File: config.mk
export PLATFORM = sky130hd
export DESIGN_NAME = unpack_sched
export DESIGN_NICKNAME = d
export VERILOG_FILES = /design/src/rtl/unpack_sched_pkg.sv /design/src/rtl/unpack_sched_rr_arbiter.sv /design/src/rtl/unpack_sched.sv
export SDC_FILE = /design/constraint.sdc
export NUM_CORES = 1
export LEC_CHECK = 0
export CAP_MARGIN = 30
export CORE_MARGIN = 3
export CORE_UTILIZATION = 25
export CTS_BUF_LIST = sky130_fd_sc_hd__clkbuf_4 sky130_fd_sc_hd__clkbuf_8
export CTS_CLUSTER_DIAMETER = 30
export DETAILED_ROUTE_END_ITERATION = 6
export DONT_BUFFER_PORTS = 1
export GPL_TIMING_DRIVEN = 0
export PLACE_DENSITY = 0.42
export SYNTH_ARGS = -nofsm -noshare
export SYNTH_HDL_FRONTEND = slang
export SYNTH_SLANG_ARGS = --single-unit
File: constraint.sdc
create_clock -name clk -period 6.85 [get_ports clk]
set_input_delay 1.37 -clock clk [delete_from_list [all_inputs] [get_ports clk]]
set_output_delay 1.37 -clock clk [all_outputs]
set_load 0.01 [all_outputs]
File: src/rtl/unpack_sched_pkg.sv
// Shared helpers for the unpack scheduler: width derivation for index fields.
package unpack_sched_pkg;

   // Width of an index into n items, never less than one bit.
   function automatic int unsigned clog2_min1(input int unsigned n);
      return (n <= 32'd2) ? 32'd1 : 32'($clog2(n));
   endfunction

endpackage

File: src/rtl/unpack_sched_rr_arbiter.sv
// Combinational round-robin arbiter.
// Ports: i_req   - request vector
//        i_ptr   - highest-priority index this cycle
//        o_gnt_oh  - one-hot grant (zero when no request)
//        o_gnt_idx - binary index of the grant
//        o_any     - at least one request present
module rr_arbiter
   import unpack_sched_pkg::*;
#(
   parameter int unsigned NREQ = 4,
   localparam int unsigned SRCW = clog2_min1(NREQ)
) (
   input  logic [NREQ-1:0] i_req,
   input  logic [SRCW-1:0] i_ptr,
   output logic [NREQ-1:0] o_gnt_oh,
   output logic [SRCW-1:0] o_gnt_idx,
   output logic            o_any
);

   // Walk ptr, ptr+1, ... with explicit wrap so non-power-of-2 NREQ works.
   always_comb begin
      int unsigned v_sum;
      logic [SRCW-1:0] v_cand;
      o_gnt_oh  = '0;
      o_gnt_idx = '0;
      o_any     = 1'b0;
      v_sum     = 32'd0;
      v_cand    = '0;
      for (int unsigned k = 0; k < NREQ; k++) begin
         v_sum = 32'(i_ptr) + k;
         if (v_sum >= NREQ) v_sum = v_sum - NREQ;
         v_cand = SRCW'(v_sum);
         if (!o_any && i_req[v_cand]) begin
            o_any            = 1'b1;
            o_gnt_idx        = v_cand;
            o_gnt_oh[v_cand] = 1'b1;
         end
      end
   end

endmodule

File: src/rtl/unpack_sched.sv
// Round-robin scheduler that grants one requester, captures its packed word
// and emits the elements LSB first as tagged beats on a single stream.
// Ports: clk, rst   - clock, synchronous active-high reset
//        i_req_stb  - per-requester word valid
//        i_req_dat  - packed words, requester i at [i*ARGD*ARGW +: ARGD*ARGW]
//        o_req_rdy  - per-requester accept (one-hot or zero)
//        o_out_stb/o_out_dat/o_out_src/o_out_lst - beat valid, data, source, last
//        i_out_rdy  - downstream accept
module unpack_sched
   import unpack_sched_pkg::*;
#(
   parameter int unsigned ARGW = 8,
   parameter int unsigned ARGD = 2,
   parameter int unsigned NREQ = 4,
   localparam int unsigned SRCW = clog2_min1(NREQ)
) (
   input  logic                      clk,
   input  logic                      rst,
   input  logic [NREQ-1:0]           i_req_stb,
   input  logic [NREQ*ARGD*ARGW-1:0] i_req_dat,
   output logic [NREQ-1:0]           o_req_rdy,
   output logic                      o_out_stb,
   output logic [ARGW-1:0]           o_out_dat,
   output logic [SRCW-1:0]           o_out_src,
   output logic                      o_out_lst,
   input  logic                      i_out_rdy
);

   localparam int unsigned IDXW  = clog2_min1(ARGD);
   localparam int unsigned WORDW = ARGD * ARGW;

   typedef enum logic {S_IDLE = 1'b0, S_SEND = 1'b1} state_t;

   state_t            r_state, w_state_nxt;
   logic [WORDW-1:0]  r_buf,   w_buf_nxt;
   logic [IDXW-1:0]   r_idx,   w_idx_nxt;
   logic [SRCW-1:0]   r_ptr,   w_ptr_nxt;
   logic [SRCW-1:0]   r_src,   w_src_nxt;
   logic              r_lst,   w_lst_nxt;

   logic [NREQ-1:0]   w_gnt_oh;
   logic [SRCW-1:0]   w_gnt_idx;
   logic              w_any;
   logic              w_last;
   logic              w_load_ok;
   logic              w_accept;

   rr_arbiter #(.NREQ(NREQ)) u_arb (
      .i_req     (i_req_stb),
      .i_ptr     (r_ptr),
      .o_gnt_oh  (w_gnt_oh),
      .o_gnt_idx (w_gnt_idx),
      .o_any     (w_any)
   );

   assign w_last    = (r_idx == IDXW'(ARGD - 1));
   // A new word may load when idle or as the final beat leaves.
   assign w_load_ok = (r_state == S_IDLE) ||
                      ((r_state == S_SEND) && i_out_rdy && w_last);
   assign w_accept  = w_load_ok && w_any;
   assign o_req_rdy = w_load_ok ? w_gnt_oh : '0;

   // Next-state and datapath update.
   always_comb begin
      w_state_nxt = r_state;
      w_buf_nxt   = r_buf;
      w_idx_nxt   = r_idx;
      w_ptr_nxt   = r_ptr;
      w_src_nxt   = r_src;
      case (r_state)
         S_IDLE: ;
         S_SEND: begin
            if (i_out_rdy) begin
               if (!w_last) w_idx_nxt = r_idx + IDXW'(1);
               else         w_state_nxt = S_IDLE;
            end
         end
         default: w_state_nxt = S_IDLE;
      endcase
      // An accept on the final beat overrides the return to idle.
      if (w_accept) begin
         w_state_nxt = S_SEND;
         w_buf_nxt   = i_req_dat[w_gnt_idx*WORDW +: WORDW];
         w_src_nxt   = w_gnt_idx;
         w_idx_nxt   = '0;
         w_ptr_nxt   = (w_gnt_idx == SRCW'(NREQ - 1)) ? '0 : w_gnt_idx + SRCW'(1);
      end
      w_lst_nxt = (w_state_nxt == S_SEND) && (w_idx_nxt == IDXW'(ARGD - 1));
   end

   // State and datapath registers.
   always_ff @(posedge clk) begin
      if (rst) begin
         r_state <= S_IDLE;
         r_buf   <= '0;
         r_idx   <= '0;
         r_ptr   <= '0;
         r_src   <= '0;
         r_lst   <= 1'b0;
      end else begin
         r_state <= w_state_nxt;
         r_buf   <= w_buf_nxt;
         r_idx   <= w_idx_nxt;
         r_ptr   <= w_ptr_nxt;
         r_src   <= w_src_nxt;
         r_lst   <= w_lst_nxt;
      end
   end

   assign o_out_stb = (r_state == S_SEND);
   assign o_out_dat = r_buf[r_idx*ARGW +: ARGW];
   assign o_out_src = r_src;
   assign o_out_lst = r_lst;

endmodule

* Word-level counts from Yosys, hierarchy flattened
Cells that the tools add are included.
Operators by class: mux-type cells 42, shifts and indexed selects 2, $add $sub $neg 9, reduce and logical (&&, ||, !) cells 15, bitwise operators 4, $lt $le $gt $ge 12, eq/ne operators 1
Operators with widths (count):
- 64-bit by 7-bit variable part select with 16-bit output | 1
- 1-bit two-way mux | 20
- 4-bit two-way mux | 5
- 2-bit two-way mux | 9
- 16-bit by 5-bit variable part select with 8-bit output | 1
- 2-bit by 3-bit less-than comparator with 1-bit output, second input constant | 4
- 4-bit OR | 3
- 1-bit logical AND | 11
- 3-bit >= comparator, second input constant | 3
- 1-bit binary-select mux with 2-bit select | 4
- 1-bit demux with 2-bit select | 4
- 2-bit by 1-bit >= comparator with 1-bit output, second input constant | 4
- 2-bit by 1-bit subtractor with 2-bit output, second input constant | 4
- 2-bit by 2-bit adder with 3-bit output, second input constant | 2
- 2-bit by 1-bit adder with 3-bit output, second input constant | 1
- 2-bit by 3-bit >= comparator with 1-bit output, second input constant | 1
- 1-bit zero test | 3
- 2-bit by 1-bit adder with 2-bit output, second input constant | 1
- 2-bit == test, second input constant | 1
- 1-bit adder, second input constant | 1
- 1-bit logical OR | 1
- 1-bit inverter | 1
Word-level totals: input port bits 71, bits in registers 23, output and inout bits 16

* Depth between registers and ports, before layout
depth in word-level cells 17, gate-level depth with buffers 12, mapped depth without buffers 8

* Hierarchy
Synthesis repeated with hierarchy kept, for this count alone.
Second synthesis, totals: cells, all modules 138, area, all modules 1721.7 um2
By module, submodules not included:
- unpack_sched | seq. area each 460.4 um2, times used 1, cells each 93, area each 1300.0 um2
- rr_arbiter | seq. area each 0.0 um2, times used 1, cells each 45, area each 421.7 um2

* Least setup slack after synthesis
Ideal clock, no wire load.
path kind input -> output, from input i_req_stb[2], to output o_req_rdy[0], path buffers 1, arrival time 2.714 ns, stages on the path 7, required time 5.480 ns, path slack 2.766 ns, cell sequence buf_2 or3b_2 o21ai_0 a31oi_1 o21ai_0 a221oi_1 nor2_1
Between the ends: longest elaborated chain between the ends 13, elaborated cells on any way between the ends 25
RTL lines:
- start, declared | RTL line unpack_sched.sv:19 | input logic [NREQ-1:0] i_req_stb,
- 1-bit binary-select mux with 2-bit select | RTL line unpack_sched_rr_arbiter.sv:33 | if (!o_any && i_req[v_cand]) begin
- 1-bit two-way mux (implied by the code) | RTL line unpack_sched_rr_arbiter.sv:33
- 1-bit two-way mux | RTL line unpack_sched_rr_arbiter.sv:33
- 1-bit zero test | RTL line unpack_sched_rr_arbiter.sv:33
- 1-bit logical AND | RTL line unpack_sched_rr_arbiter.sv:33
- 1-bit two-way mux | RTL line unpack_sched_rr_arbiter.sv:33
- 1-bit zero test | RTL line unpack_sched_rr_arbiter.sv:33
- 1-bit logical AND | RTL line unpack_sched_rr_arbiter.sv:33
- 1-bit two-way mux | RTL line unpack_sched_rr_arbiter.sv:33
- 1-bit zero test | RTL line unpack_sched_rr_arbiter.sv:33
- 1-bit logical AND | RTL line unpack_sched_rr_arbiter.sv:33
- 4-bit two-way mux * | RTL line unpack_sched_rr_arbiter.sv:33
- 4-bit two-way mux * | RTL line unpack_sched.sv:61 | assign o_req_rdy = w_load_ok ? w_gnt_oh : '0;
- end, declared | RTL line unpack_sched.sv:21 | output logic [NREQ-1:0] o_req_rdy,
Mark *: on every way between the ends. The rest lies on a longest branch, timed or not. The select of a mux whose other input is x is not followed.

* Worst setup path after layout
from input i_req_stb[2], to output o_req_rdy[2]
The elaborated chain is that of the path after synthesis.

==> results.txt <==
Hold violation count in the final report = 0
# fillers = 788
GRT busiest layer = met2
HP Class = flop to flop
IO Pins = 87
Number of vias per cell = 5.39
Total number of vias = 1877
Die width = 91.9 um
H-tree lvl count = 1
Final non-filler cell total = 348
Rel. slew slack = 53.0%
RSZ-0062 raised after global routing = false
Status = finished clean
Floorplan core area = 6980 um^2
CP Cell Sequence = buf_2 -> or3b_2 -> o21ai_0 -> a31oi_1 -> o21ai_0 -> a221oi_1 -> nor2_1
Pin count of the biggest net entering global routing = 14
I/O Buffers = 0
Clk Latency, worst-skew pair = 0.27 ns
Avg Cell Area, Syn = 7.44 um^2
Row cnt = 30
CP endpoint kind = output port
Slowest cell on the critical path = or3b_2
Critical setup path kind = primary input to output port
Worst EP arrival = 3.02 ns
DP HPWL = 4850 um
Power Internal = 334 uW
Crit path top cell by count = o21ai_0
Die height = 91.9 um
Async S/R FF share, synth = 0%
Global route overflow = 0
Cell Pwr Density = 303 nW/um^2
GPL Wtd Cong = 0.821
F_max = 228 MHz
Compound-gate portion of the synthesized area = 33.8%
Initial DRC Count = 87
Finished Core Util = 28.8%
Final period util = 64.1%
Clk root buf = clkbuf_8
Max Slew Vio Count = 0
Clock share of power = 15.0%
Gate power share = 54.7%
FF+latch count, synth = 23
Register area share after synthesis = 25.0%
Switching fraction of total power = 45.2%
Starting density of the core = 26.4%
Postcts setup bufs = 0
Slew @ Worst Pin = 0.703 ns
Post-placement cell count = 344
WP data required = 5.48 ns
Final Critical Period = 4.39 ns
Reg power frac = 30.3%
Post-Route Skew = 0.00453 ns
Final Instance Area = 2010 um^2
Syn_nets = 326
Antenna diode count = 0
Maximum VDD drop = 122 uV
Yosys warns = 0
Largest family of logic cells by synthesized area = compound AO/OA/AOI/OAI gates
Total GRT Usage = 15.1%
Setup_tns = 0 ns
Synthesis-to-layout area growth = 9.02%
Synth Flop Type = dfxtp_1
Post-synthesis mux area share = 10.6%
Post-Synth XOR/XNOR Area = 0.950%
Max clock buf depth = 2
Largest cells by area after synthesis = dfxtp_1, o21ai_0, a21oi_1
CP Max Fanout = 9
Final worst setup slack = 2.46 ns
Synth Area in Adders = 4.75%
GR Util met3 = 4.10%
DP Worst Slack = 2.44 ns
Pwr Total = 610 uW
Clk slew on worst S/H paths = 0.09 ns
Net Switching = 275 uW
Cts hold-fix bufs = 0
Final WL = 6420 um
Number of global-route vias before repair = 1850
CTS resizes = 0
Synth Instances = 248
Remaining antenna violation count after routing = 0
Number of CTS-inserted buffers = 3
GRT met2 Usage = 23.3%
Avg WL per Cell = 18.5 um
# nets final = 331
Detailed Routing Iterations Pass 1 = 4
GRT met1 Usage = 21.1%
Final hold slack = 0.467 ns
Synth top area share = 25.0%
CTS Sinks = 23
Detailed-route DRC error count = 0
Setup violations, final = 0
Post-Syn Area = 1840 um^2
Share of cells above drive strength 1 = 9.92%
Dominant cell type by area after synthesis = dfxtp_1
Total die area = 8440 um^2
First-pass GRT wire length = 10100 um
Post-Synth Simple-Gate Area = 17.8%
Type of origin of the critical path = primary input
Max_cap viols = 0
Number of synthesized flops with an enable pin = 0
CTS tree = yes
Delay of the slowest cell on the worst path = 0.45 ns
Initial antenna violation count = 0
Yosys cell types = 36
Placed instance area = 1960 um^2
P_leak = 0.838 nW
==> cells in the mapped netlist, types with 4 or more instances <==
| cell | count |
|---|---|
| nand2_1 | 9 |
| mux2_2 | 8 |
| a211o_1 | 16 |
| o21ai_0 | 35 |
| a22oi_1 | 4 |
| nor2_1 | 16 |
| nor3_1 | 5 |
| clkbuf_1 | 15 |
| a21oi_1 | 33 |
| a221oi_1 | 4 |
| nand3_1 | 31 |
| mux2i_1 | 6 |
| ha_1 | 7 |
| dfxtp_1 | 23 |
| buf_2 | 6 |
| inv_1 | 5 |
==> flip-flops by register name (all words and copies together), names as in the netlist <==
name / flops
r_buf: 16
o_out_src: 2
r_ptr: 2
o_out_lst: 1
o_out_stb: 1
r_idx: 1
==> worst max-delay path: cells and delay by family <==
| kind | cells | cell delay [ns] |
|---|---|---|
| buffers and inverters | 1 | 0.17 |
| AND/OR/NAND/NOR | 2 | 0.67 |
| AO/OA/AOI/OAI | 4 | 0.81 |
==> power groups by stage <==
stage	clock [mW]	combinational, mW	sequential, mW
after floorplan	0	0.263	0.182
after global placement	0	0.333	0.188
after detailed placement	0	0.335	0.188
after CTS	0.0965	0.336	0.185
after global routing	0.100	0.378	0.190
final	0.0913	0.334	0.185
==> cells in the final DEF, fill, tap and decap left out, types with 2 or more instances in the layout <==
| cell | count |
|---|---|
| nor3_1 | 5 |
| nor4_1 | 2 |
| clkbuf_8 | 3 |
| buf_6 | 2 |
| a21oi_1 | 33 |
| mux4_2 | 2 |
| dfxtp_1 | 23 |
| ha_1 | 7 |
| a221oi_1 | 4 |
| buf_2 | 6 |
| o21ai_0 | 35 |
| nand3_1 | 31 |
| nand2_1 | 9 |
| inv_1 | 5 |
| a22oi_1 | 4 |
| mux2_2 | 8 |
| nand2b_1 | 2 |
| clkbuf_1 | 15 |
| nor2_1 | 16 |
| o21a_1 | 2 |
| a211o_1 | 16 |
| mux2i_1 | 6 |
==> final cells by class <==
cell class	instances	area (um^2)	share of cell area (%)
clock inverter	1	5.00	0.249
clock buffer	3	41.3	2.05
buffer	24	113	5.60
sequential	23	460	22.9
tap	96	120	5.97
multi-input combinational	196	1250	62.3
inverter	5	18.8	0.933
==> cells by family (layout without fill, tap and decap cells) <==
logic type | count (synthesis) | in the layout
AO/OA/AOI/OAI | 102 | 102
XOR/XNOR | 2 | 2
adder cells (fa/ha/maj) | 7 | 7
buffers and inverters | 29 | 33
flip-flops | 23 | 23
multiplexers | 16 | 16
AND/OR/NAND/NOR | 69 | 69
==> per-layer routing <==
layer  vias to the layer above  part of all wire [%]
li1                        928                     -
met3                         6                   6.4
met4                         0                   1.2
met5                         -                     0
met2                        68                    45
met1                       875                    48
==> final timing paths <==
kind | start | end | slack [ns] | cells after the start
worst max-delay path | i_req_stb[2] | o_req_rdy[2] | 2.46 | 7
worst min-delay path | r_buf[1] | r_buf[1] | 0.47 | 1
worst max register to register | r_ptr[0] | r_buf[9] | 3.53 | 12
worst min register to register | r_buf[1] | r_buf[1] | 0.47 | 1
Note: power is estimated with default switching activity, not from simulation.
